===== src/rtl/project_spi_pkg.sv =====
// Shared types and constants for the SPI register bridge.
package project_spi_pkg;

    typedef enum logic [1:0] {
        IDLE = 2'd0,
        CMD  = 2'd1,
        DATA = 2'd2,
        DONE = 2'd3
    } state_t;

    localparam int   FRAME_BYTE_BITS = 8;
    localparam logic RW_WRITE        = 1'b1;

endpackage


===== src/rtl/project_spi_register_bridge_if.sv =====
// SPI pin and register-file port bundle; the bridge connects through the slave modport.
interface project_spi_register_bridge_if
    import project_spi_pkg::*;
#(
    parameter int ADDRESS_WIDTH = 6
);
    logic                       i_spi_sclk;
    logic                       i_spi_cs_n;
    logic                       i_spi_mosi;
    logic                       o_spi_miso;
    logic                       o_write_en;
    logic [ADDRESS_WIDTH-1:0]   o_address;
    logic [FRAME_BYTE_BITS-1:0] o_wdata;
    logic [FRAME_BYTE_BITS-1:0] i_rdata;
    logic                       o_frame_error;

    modport slave (
        input  i_spi_sclk, i_spi_cs_n, i_spi_mosi, i_rdata,
        output o_spi_miso, o_write_en, o_address, o_wdata, o_frame_error
    );

    modport master (
        output i_spi_sclk, i_spi_cs_n, i_spi_mosi, i_rdata,
        input  o_spi_miso, o_write_en, o_address, o_wdata, o_frame_error
    );
endinterface


===== src/rtl/project_spi_sync_edge.sv =====
// N-stage synchroniser with rise/fall detection against the previous synced value.
module project_spi_sync_edge #(
    parameter int   STAGES    = 2,
    parameter logic RESET_VAL = 1'b0
) (
    input  logic i_clk,
    input  logic i_reset,
    input  logic i_async,
    output logic o_sync,
    output logic o_rise,
    output logic o_fall
);
    logic [STAGES-1:0] r_chain;
    logic              r_prev;

    always_ff @(posedge i_clk or posedge i_reset) begin
        if (i_reset) begin
            r_chain <= {STAGES{RESET_VAL}};
            r_prev  <= RESET_VAL;
        end else begin
            r_chain <= {r_chain[STAGES-2:0], i_async};
            r_prev  <= r_chain[STAGES-1];
        end
    end

    assign o_sync = r_chain[STAGES-1];
    assign o_rise = o_sync & ~r_prev;
    assign o_fall = ~o_sync & r_prev;
endmodule


===== src/rtl/project_spi_register_bridge.sv =====
// SPI mode-0 slave that turns {rw/addr, data} frames into register-file writes and reads.
// Optional multi-byte bursts with address auto-increment: define PROJECT_SPI_BURST_EN.
module project_spi_register_bridge
    import project_spi_pkg::*;
#(
    parameter int ADDRESS_WIDTH = 6,
    parameter int SYNC_STAGES   = 2
) (
    input logic                          i_clk,
    input logic                          i_reset,
    project_spi_register_bridge_if.slave bus
);
    logic w_sclk_sync, w_sclk_rise, w_sclk_fall;
    logic w_cs_sync, w_cs_rise, w_cs_fall;
    logic w_mosi;
    logic w_unused;

    logic [SYNC_STAGES-1:0]     r_mosi_sync;
    state_t                     r_state;
    logic [2:0]                 r_bit_cnt;
    logic [FRAME_BYTE_BITS-1:0] r_rx;
    logic [FRAME_BYTE_BITS-1:0] r_tx;
    logic [FRAME_BYTE_BITS-1:0] r_wdata;
    logic [ADDRESS_WIDTH-1:0]   r_address;
    logic                       r_rw;
    logic                       r_cmd_p1, r_cmd_p2, r_byte_p1;
    logic                       r_miso, r_write_en, r_frame_error;
`ifdef PROJECT_SPI_BURST_EN
    logic                       r_byte_p2;
`endif

    project_spi_sync_edge #(.STAGES(SYNC_STAGES), .RESET_VAL(1'b0)) u_sclk_sync (
        .i_clk(i_clk), .i_reset(i_reset), .i_async(bus.i_spi_sclk),
        .o_sync(w_sclk_sync), .o_rise(w_sclk_rise), .o_fall(w_sclk_fall)
    );

    project_spi_sync_edge #(.STAGES(SYNC_STAGES), .RESET_VAL(1'b1)) u_cs_sync (
        .i_clk(i_clk), .i_reset(i_reset), .i_async(bus.i_spi_cs_n),
        .o_sync(w_cs_sync), .o_rise(w_cs_rise), .o_fall(w_cs_fall)
    );

    // MOSI has the same depth as SCLK so the synced bit lines up with the synced rising edge.
    always_ff @(posedge i_clk or posedge i_reset) begin
        if (i_reset) r_mosi_sync <= '0;
        else         r_mosi_sync <= {r_mosi_sync[SYNC_STAGES-2:0], bus.i_spi_mosi};
    end
    assign w_mosi   = r_mosi_sync[SYNC_STAGES-1];
    assign w_unused = &{1'b0, w_sclk_sync, w_cs_rise};

    always_ff @(posedge i_clk or posedge i_reset) begin
        if (i_reset) begin
            r_state       <= IDLE;
            r_bit_cnt     <= '0;
            r_rx          <= '0;
            r_tx          <= '0;
            r_wdata       <= '0;
            r_address     <= '0;
            r_rw          <= 1'b0;
            r_cmd_p1      <= 1'b0;
            r_cmd_p2      <= 1'b0;
            r_byte_p1     <= 1'b0;
            r_miso        <= 1'b0;
            r_write_en    <= 1'b0;
            r_frame_error <= 1'b0;
`ifdef PROJECT_SPI_BURST_EN
            r_byte_p2     <= 1'b0;
`endif
        end else begin
            r_write_en    <= 1'b0;
            r_frame_error <= 1'b0;
            r_cmd_p1      <= 1'b0;
            r_cmd_p2      <= r_cmd_p1;
            r_byte_p1     <= 1'b0;

            // Post-byte pipeline: address/rw, then read data fetch from the new address.
            if (r_cmd_p1) begin
                r_address <= r_rx[ADDRESS_WIDTH-1:0];
                r_rw      <= r_rx[FRAME_BYTE_BITS-1];
            end
            if (r_cmd_p2) r_tx <= bus.i_rdata;
            if (r_byte_p1 && r_rw == RW_WRITE) begin
                r_write_en <= 1'b1;
                r_wdata    <= r_rx;
            end
`ifdef PROJECT_SPI_BURST_EN
            r_byte_p2 <= r_byte_p1;
            if (r_byte_p1 && r_rw != RW_WRITE) r_address <= r_address + ADDRESS_WIDTH'(1);
            if (r_byte_p2 && r_rw == RW_WRITE) r_address <= r_address + ADDRESS_WIDTH'(1);
            if (r_byte_p2 && r_rw != RW_WRITE) r_tx <= bus.i_rdata;
`endif

            case (r_state)
                IDLE: begin
                    r_bit_cnt <= '0;
                    r_miso    <= 1'b0;
                    if (w_cs_fall) r_state <= CMD;
                end
                CMD: begin
                    if (w_sclk_rise) begin
                        r_rx      <= {r_rx[FRAME_BYTE_BITS-2:0], w_mosi};
                        r_bit_cnt <= r_bit_cnt + 3'd1;
                        if (r_bit_cnt == 3'd7) begin
                            r_cmd_p1 <= 1'b1;
                            r_state  <= DATA;
                        end
                    end else if (w_cs_sync) begin
                        r_frame_error <= (r_bit_cnt != 3'd0);
                        r_state       <= IDLE;
                    end
                end
                DATA: begin
                    // A rising edge wins over a simultaneous cs_n release so the last bit still lands.
                    if (w_sclk_rise) begin
                        r_rx      <= {r_rx[FRAME_BYTE_BITS-2:0], w_mosi};
                        r_bit_cnt <= r_bit_cnt + 3'd1;
                        if (r_bit_cnt == 3'd7) begin
                            r_byte_p1 <= 1'b1;
`ifndef PROJECT_SPI_BURST_EN
                            r_state   <= DONE;
                            r_miso    <= 1'b0;
`endif
                        end
                    end else if (w_sclk_fall) begin
                        if (r_rw != RW_WRITE) begin
                            r_miso <= r_tx[FRAME_BYTE_BITS-1];
                            r_tx   <= {r_tx[FRAME_BYTE_BITS-2:0], 1'b0};
                        end
                    end else if (w_cs_sync) begin
                        r_frame_error <= (r_bit_cnt != 3'd0);
                        r_miso        <= 1'b0;
                        r_state       <= IDLE;
                    end
                end
                DONE: begin
                    r_miso <= 1'b0;
                    if (w_cs_sync) r_state <= IDLE;
                end
                default: r_state <= IDLE;
            endcase
        end
    end

    assign bus.o_spi_miso    = r_miso;
    assign bus.o_write_en    = r_write_en;
    assign bus.o_address     = r_address;
    assign bus.o_wdata       = r_wdata;
    assign bus.o_frame_error = r_frame_error;
endmodule

===== src/flat_wrapper.sv =====
// flat-port wrapper written by rule: the top's interface ports become plain ports
module project_spi_register_bridge_flat import project_spi_pkg::*;
#(
    parameter int ADDRESS_WIDTH = 6,
    parameter int SYNC_STAGES   = 2
)
  (i_clk, i_reset, bus_i_spi_sclk, bus_i_spi_cs_n, bus_i_spi_mosi, bus_i_rdata, bus_o_spi_miso, bus_o_write_en, bus_o_address, bus_o_wdata, bus_o_frame_error);
  project_spi_register_bridge_if #(.ADDRESS_WIDTH(ADDRESS_WIDTH)) bus_i ();
  input logic i_clk;
  input logic i_reset;
  input wire logic [$bits(bus_i.i_spi_sclk)-1:0] bus_i_spi_sclk;
  input wire logic [$bits(bus_i.i_spi_cs_n)-1:0] bus_i_spi_cs_n;
  input wire logic [$bits(bus_i.i_spi_mosi)-1:0] bus_i_spi_mosi;
  input wire logic [$bits(bus_i.i_rdata)-1:0] bus_i_rdata;
  output wire logic [$bits(bus_i.o_spi_miso)-1:0] bus_o_spi_miso;
  output wire logic [$bits(bus_i.o_write_en)-1:0] bus_o_write_en;
  output wire logic [$bits(bus_i.o_address)-1:0] bus_o_address;
  output wire logic [$bits(bus_i.o_wdata)-1:0] bus_o_wdata;
  output wire logic [$bits(bus_i.o_frame_error)-1:0] bus_o_frame_error;
  assign bus_i.i_spi_sclk = bus_i_spi_sclk;
  assign bus_i.i_spi_cs_n = bus_i_spi_cs_n;
  assign bus_i.i_spi_mosi = bus_i_spi_mosi;
  assign bus_i.i_rdata = bus_i_rdata;
  assign bus_o_spi_miso = bus_i.o_spi_miso;
  assign bus_o_write_en = bus_i.o_write_en;
  assign bus_o_address = bus_i.o_address;
  assign bus_o_wdata = bus_i.o_wdata;
  assign bus_o_frame_error = bus_i.o_frame_error;
  project_spi_register_bridge #(.ADDRESS_WIDTH(ADDRESS_WIDTH), .SYNC_STAGES(SYNC_STAGES)) u_core (.i_clk(i_clk), .i_reset(i_reset), .bus(bus_i));
endmodule

===== config.mk =====
export PLATFORM = sky130hd
export DESIGN_NAME = project_spi_register_bridge_flat
export DESIGN_NICKNAME = d
export VERILOG_FILES = /design/src/rtl/project_spi_pkg.sv /design/src/rtl/project_spi_register_bridge_if.sv /design/src/rtl/project_spi_sync_edge.sv /design/src/rtl/project_spi_register_bridge.sv /design/src/flat_wrapper.sv
export SDC_FILE = /design/constraint.sdc
export NUM_CORES = 1
export LEC_CHECK = 0
export BUFFER_PORTS_ARGS = -buffer_cell sky130_fd_sc_hd__buf_2
export CAP_MARGIN = 15
export CORE_ASPECT_RATIO = 0.75
export CORE_MARGIN = 3
export CORE_UTILIZATION = 30
export DETAILED_ROUTE_END_ITERATION = 10
export PLACE_DENSITY = 0.45
export SLEW_MARGIN = 25
export SYNTH_ARGS = -nofsm -noshare
export SYNTH_HDL_FRONTEND = slang
export SYNTH_SLANG_ARGS = --single-unit

===== constraint.sdc =====
create_clock -name i_clk -period 3.65 [get_ports i_clk]
set_input_delay 0.5475 -clock i_clk [delete_from_list [all_inputs] [get_ports i_clk]]
set_output_delay 0.5475 -clock i_clk [all_outputs]
set_load 0.02 [all_outputs]

==> reports/qor.csv <==
stage,metric,value,unit
outcome,outcome,completed,
floorplan,Initial Utilization,0.321,
power_and_ir_drop,clock share of power,0.241,
synth,Avg Inst Size Synth,13.4,um2
grt,vias in the first global route,1248,
worst_setup_path,Reg2Reg Depth,4,
timing,Sum Neg Setup Slack,0,ns
floorplan,Die X,103,um
worst_setup_path,Max stage delay on crit path,0.50,ns
worst_setup_path,Worst path slowest cell,and3b_1,
cts,H-tree levels,2,
synth,Ys Warns,0,
cts,CTS buffer count,5,
worst_hold_path,Hold Path Depth,1,
worst_setup_path,Top delay family on crit path,simple AND/OR/NAND/NOR gates,
timing,final hold vios,0,
floorplan,IO Pins,30,
timing,period utilisation layout,0.463,
drt,Pre-antenna DRT Iters,4,
worst_setup_path,"Arr. time, crit path",1.85,ns
layout,most frequent cells in the layout,"47 x dfrtp_1, 29 x buf_2, 20 x mux2_2",
worst_hold_path,Worst Hold Launch,bus_i_spi_cs_n,
cts,# hold bufs at CTS,0,
cts,Clock Pin Slew Worst Setup and Hold Paths,0.09,ns
drt,Routed WL,3.65,mm
grt,maximum number of pins on one net before global-route repair,51,
grt,first-pass GRT wire length,6.18,mm
drt,Final ANT Viol Nets,0,
synth,Netlist cell types,37,
drt,Residual DRC,0,
drt,DRT iter0 DRCs,35,
synth,"EDFF count, synth",0,
placement,DP Wirelength,2.62,mm
layout,Final nets,206,
worst_setup_path,CP Cell Sequence,inv_1 -> ha_1 -> and3b_1 -> o21ai_0,
floorplan,Core Box Area,0.00654,mm2
grt,GRT Total Usage,0.0990,
power_and_ir_drop,fraction of power spent switching nets,0.308,
worst_setup_path,crit path launch type,register,
worst_setup_path,CP Capture Type,register,
power_and_ir_drop,Internal Pwr Total,0.971,mW
worst_setup_path,Worst Path Max Fanout,15,
cts,worst skew pair latency,0.30,ns
cts,PostCTS Resize Cnt,0,
grt,grt ovf,0,
synth,cell taking the most area after synthesis,dfrtp_1,
floorplan,Rows,25,
cts,"Setup Fix Bufs, Post-CTS",0,
power_and_ir_drop,power share of the combinational group,0.236,
layout,share of cells above drive strength 1,0.353,
power_and_ir_drop,sequential power share,0.523,
synth,Yosys reg bits,50,
timing,fin. max-slew vios,0,
worst_setup_path,Critical R2R Capture,u_core.r_tx[4]$_DFF_PP0_,
synth,Syn Inst Count,157,
layout,"Area growth, synth to finish",14.1,%
worst_setup_path,instance count on the critical path,4,
synth,Synth async-reset ratio,1.00,
timing,RSZ-0062 raised after global routing,no,
worst_setup_path,crit path buf inv count,1,
power_and_ir_drop,P_leak,1.18,nW
synth,synthesized cell area,0.00210,mm2
power_and_ir_drop,maximum VDD drop,0.000194,V
worst_setup_path,flop2flop setup slack,1.96,ns
synth,"Seq/Total Area, Yosys",0.597,
cts,clk root buf,clkbuf_8,
timing,f_max,0.592,GHz
timing,Worst Tran Pin Value,0.841,ns
cts,CTS Sinks,50,
layout,post-layout util,0.367,
floorplan,die area,0.00805,mm2
floorplan,Die Y,78.5,um
timing,final worst setup slack,1.96,ns
cts,Max Root-Sink Buffers,2,
timing,Slew HR,0.439,
placement,Placer Congestion,0.803,
timing,# setup viols final,0,
synth,Area contributors post-synth,"dfrtp_1 56%, mux2_2 11%, mux2i_1 4.3%, ha_1 4.2%, dfstp_2 3.8%",
timing,Layout Skew,0.0104,ns
worst_setup_path,critical path class,reg -> reg,
layout,"commonest non-fill, non-tap cell in the layout",dfrtp_1,
grt,antenna violations before repair,0,
layout,fillcell total,643,
synth,Syn Nets,177,
timing,WHS,0.348,ns
worst_setup_path,worst flop-to-flop path startpoint,u_core.r_state[0]$_DFFE_PP0P_,
synth,Post-synth top flop,dfrtp_1,
cts,CTS tree,built,
worst_setup_path,CP startpoint,u_core.r_state[0]$_DFFE_PP0P_,
placement,Place WS,1.93,ns
synth,Synth top area share,0.560,
worst_setup_path,critical path required time,3.81,ns
timing,Final min period,1.69,ns
drt,DR vias,1183,
layout,n_diodes,0,
drt,vias per cell,4.41,
worst_hold_path,Hold Path End,u_core.u_cs_sync.r_chain[0]$_DFF_PP1_,
worst_hold_path,hold crit path type,in -> reg,
power_and_ir_drop,Power Density,586,mW/mm2
power_and_ir_drop,Psw,0.433,mW
drt,routed len/inst,13.6,um
placement,IO Port Bufs,29,
job,max-cap viol count,0,
layer usage:
| layer | up-vias | global-route usage | part of all wire |
|---|---|---|---|
| met5 | - | 0 | 0 |
| met4 | 0 | 0.0315 | 0.0060 |
| met2 | 27 | 0.144 | 0.43 |
| met1 | 557 | 0.139 | 0.50 |
| met3 | 2 | 0.0329 | 0.061 |
| li1 | 597 | - | - |
area by class of cell:
class | instances | area, um2 | share of cell area
clock inverters | 1 | 8.76 | 0.00366
multi-input cells | 92 | 768 | 0.321
well taps | 81 | 101 | 0.0423
repair buffers | 29 | 145 | 0.0606
inverters | 8 | 31.3 | 0.0131
flip-flops and latches | 50 | 1250 | 0.524
clock buffers | 7 | 86.3 | 0.0360
how the worst max path moves through the flow:
stage	to	slack, ns
final	u_core.r_tx[4]$_DFF_PP0_	1.96
after global routing	u_core.r_tx[4]$_DFF_PP0_	1.74
after CTS	u_core.r_tx[4]$_DFF_PP0_	1.94
after detailed placement	u_core.r_tx[4]$_DFF_PP0_	1.93
after global placement	u_core.r_tx[7]$_DFF_PP0_	2.02
after floorplan	u_core.bus.o_address[0]$_DFFE_PP0P_	1.91
power groups by stage:
stage | Sequential, mW | Clock (mW) | Combinational, mW
final | 0.735 | 0.338 | 0.331
after global routing | 0.754 | 0.374 | 0.381
after CTS | 0.738 | 0.353 | 0.335
after detailed placement | 0.750 | 0 | 0.333
after global placement | 0.747 | 0 | 0.320
after floorplan | 0.732 | 0 | 0.265
synth_stat cells, types with 6 or more instances:
cell type / instances
o21ai_0: 7
inv_1: 8
dfrtp_1: 47
nand3_1: 6
nand2_1: 10
mux2_2: 20
ha_1: 7
mux2i_1: 9
sequential cells by signal, summed over array words and instances (netlist names), 2 cells and up:
signal	flops
u_core.bus.o_address	6
u_core.u_sclk_sync.r_chain	2
u_core.r_state	2
u_core.r_rx	8
u_core.r_bit_cnt	3
u_core.r_tx	8
u_core.u_cs_sync.r_chain	2
u_core.r_mosi_sync	2
u_core.bus.o_wdata	8
metrics by stage:
| step | power, mW | cells | area [um2] |
|---|---|---|---|
| floorplan | 0.997 | 157 | 2100 |
| global placement | 1.07 | 260 | 2300 |
| detailed placement | 1.08 | 260 | 2300 |
| CTS | 1.43 | 268 | 2390 |
| global route | 1.51 | 268 | 2400 |
| finish | 1.40 | 268 | 2400 |
cells by family (layout without fill, tap and decap cells):
kind of cell,Yosys count,after routing,synth area share
buffers and inverters,15,45,0.0369
and+or+nand+nor,32,32,0.0840
adders and majority gates,7,7,0.0417
muxes,33,33,0.173
AOI/OAI and AO/OA,20,20,0.0667
DFF,50,50,0.597
(Power assumes the default switching activity.)
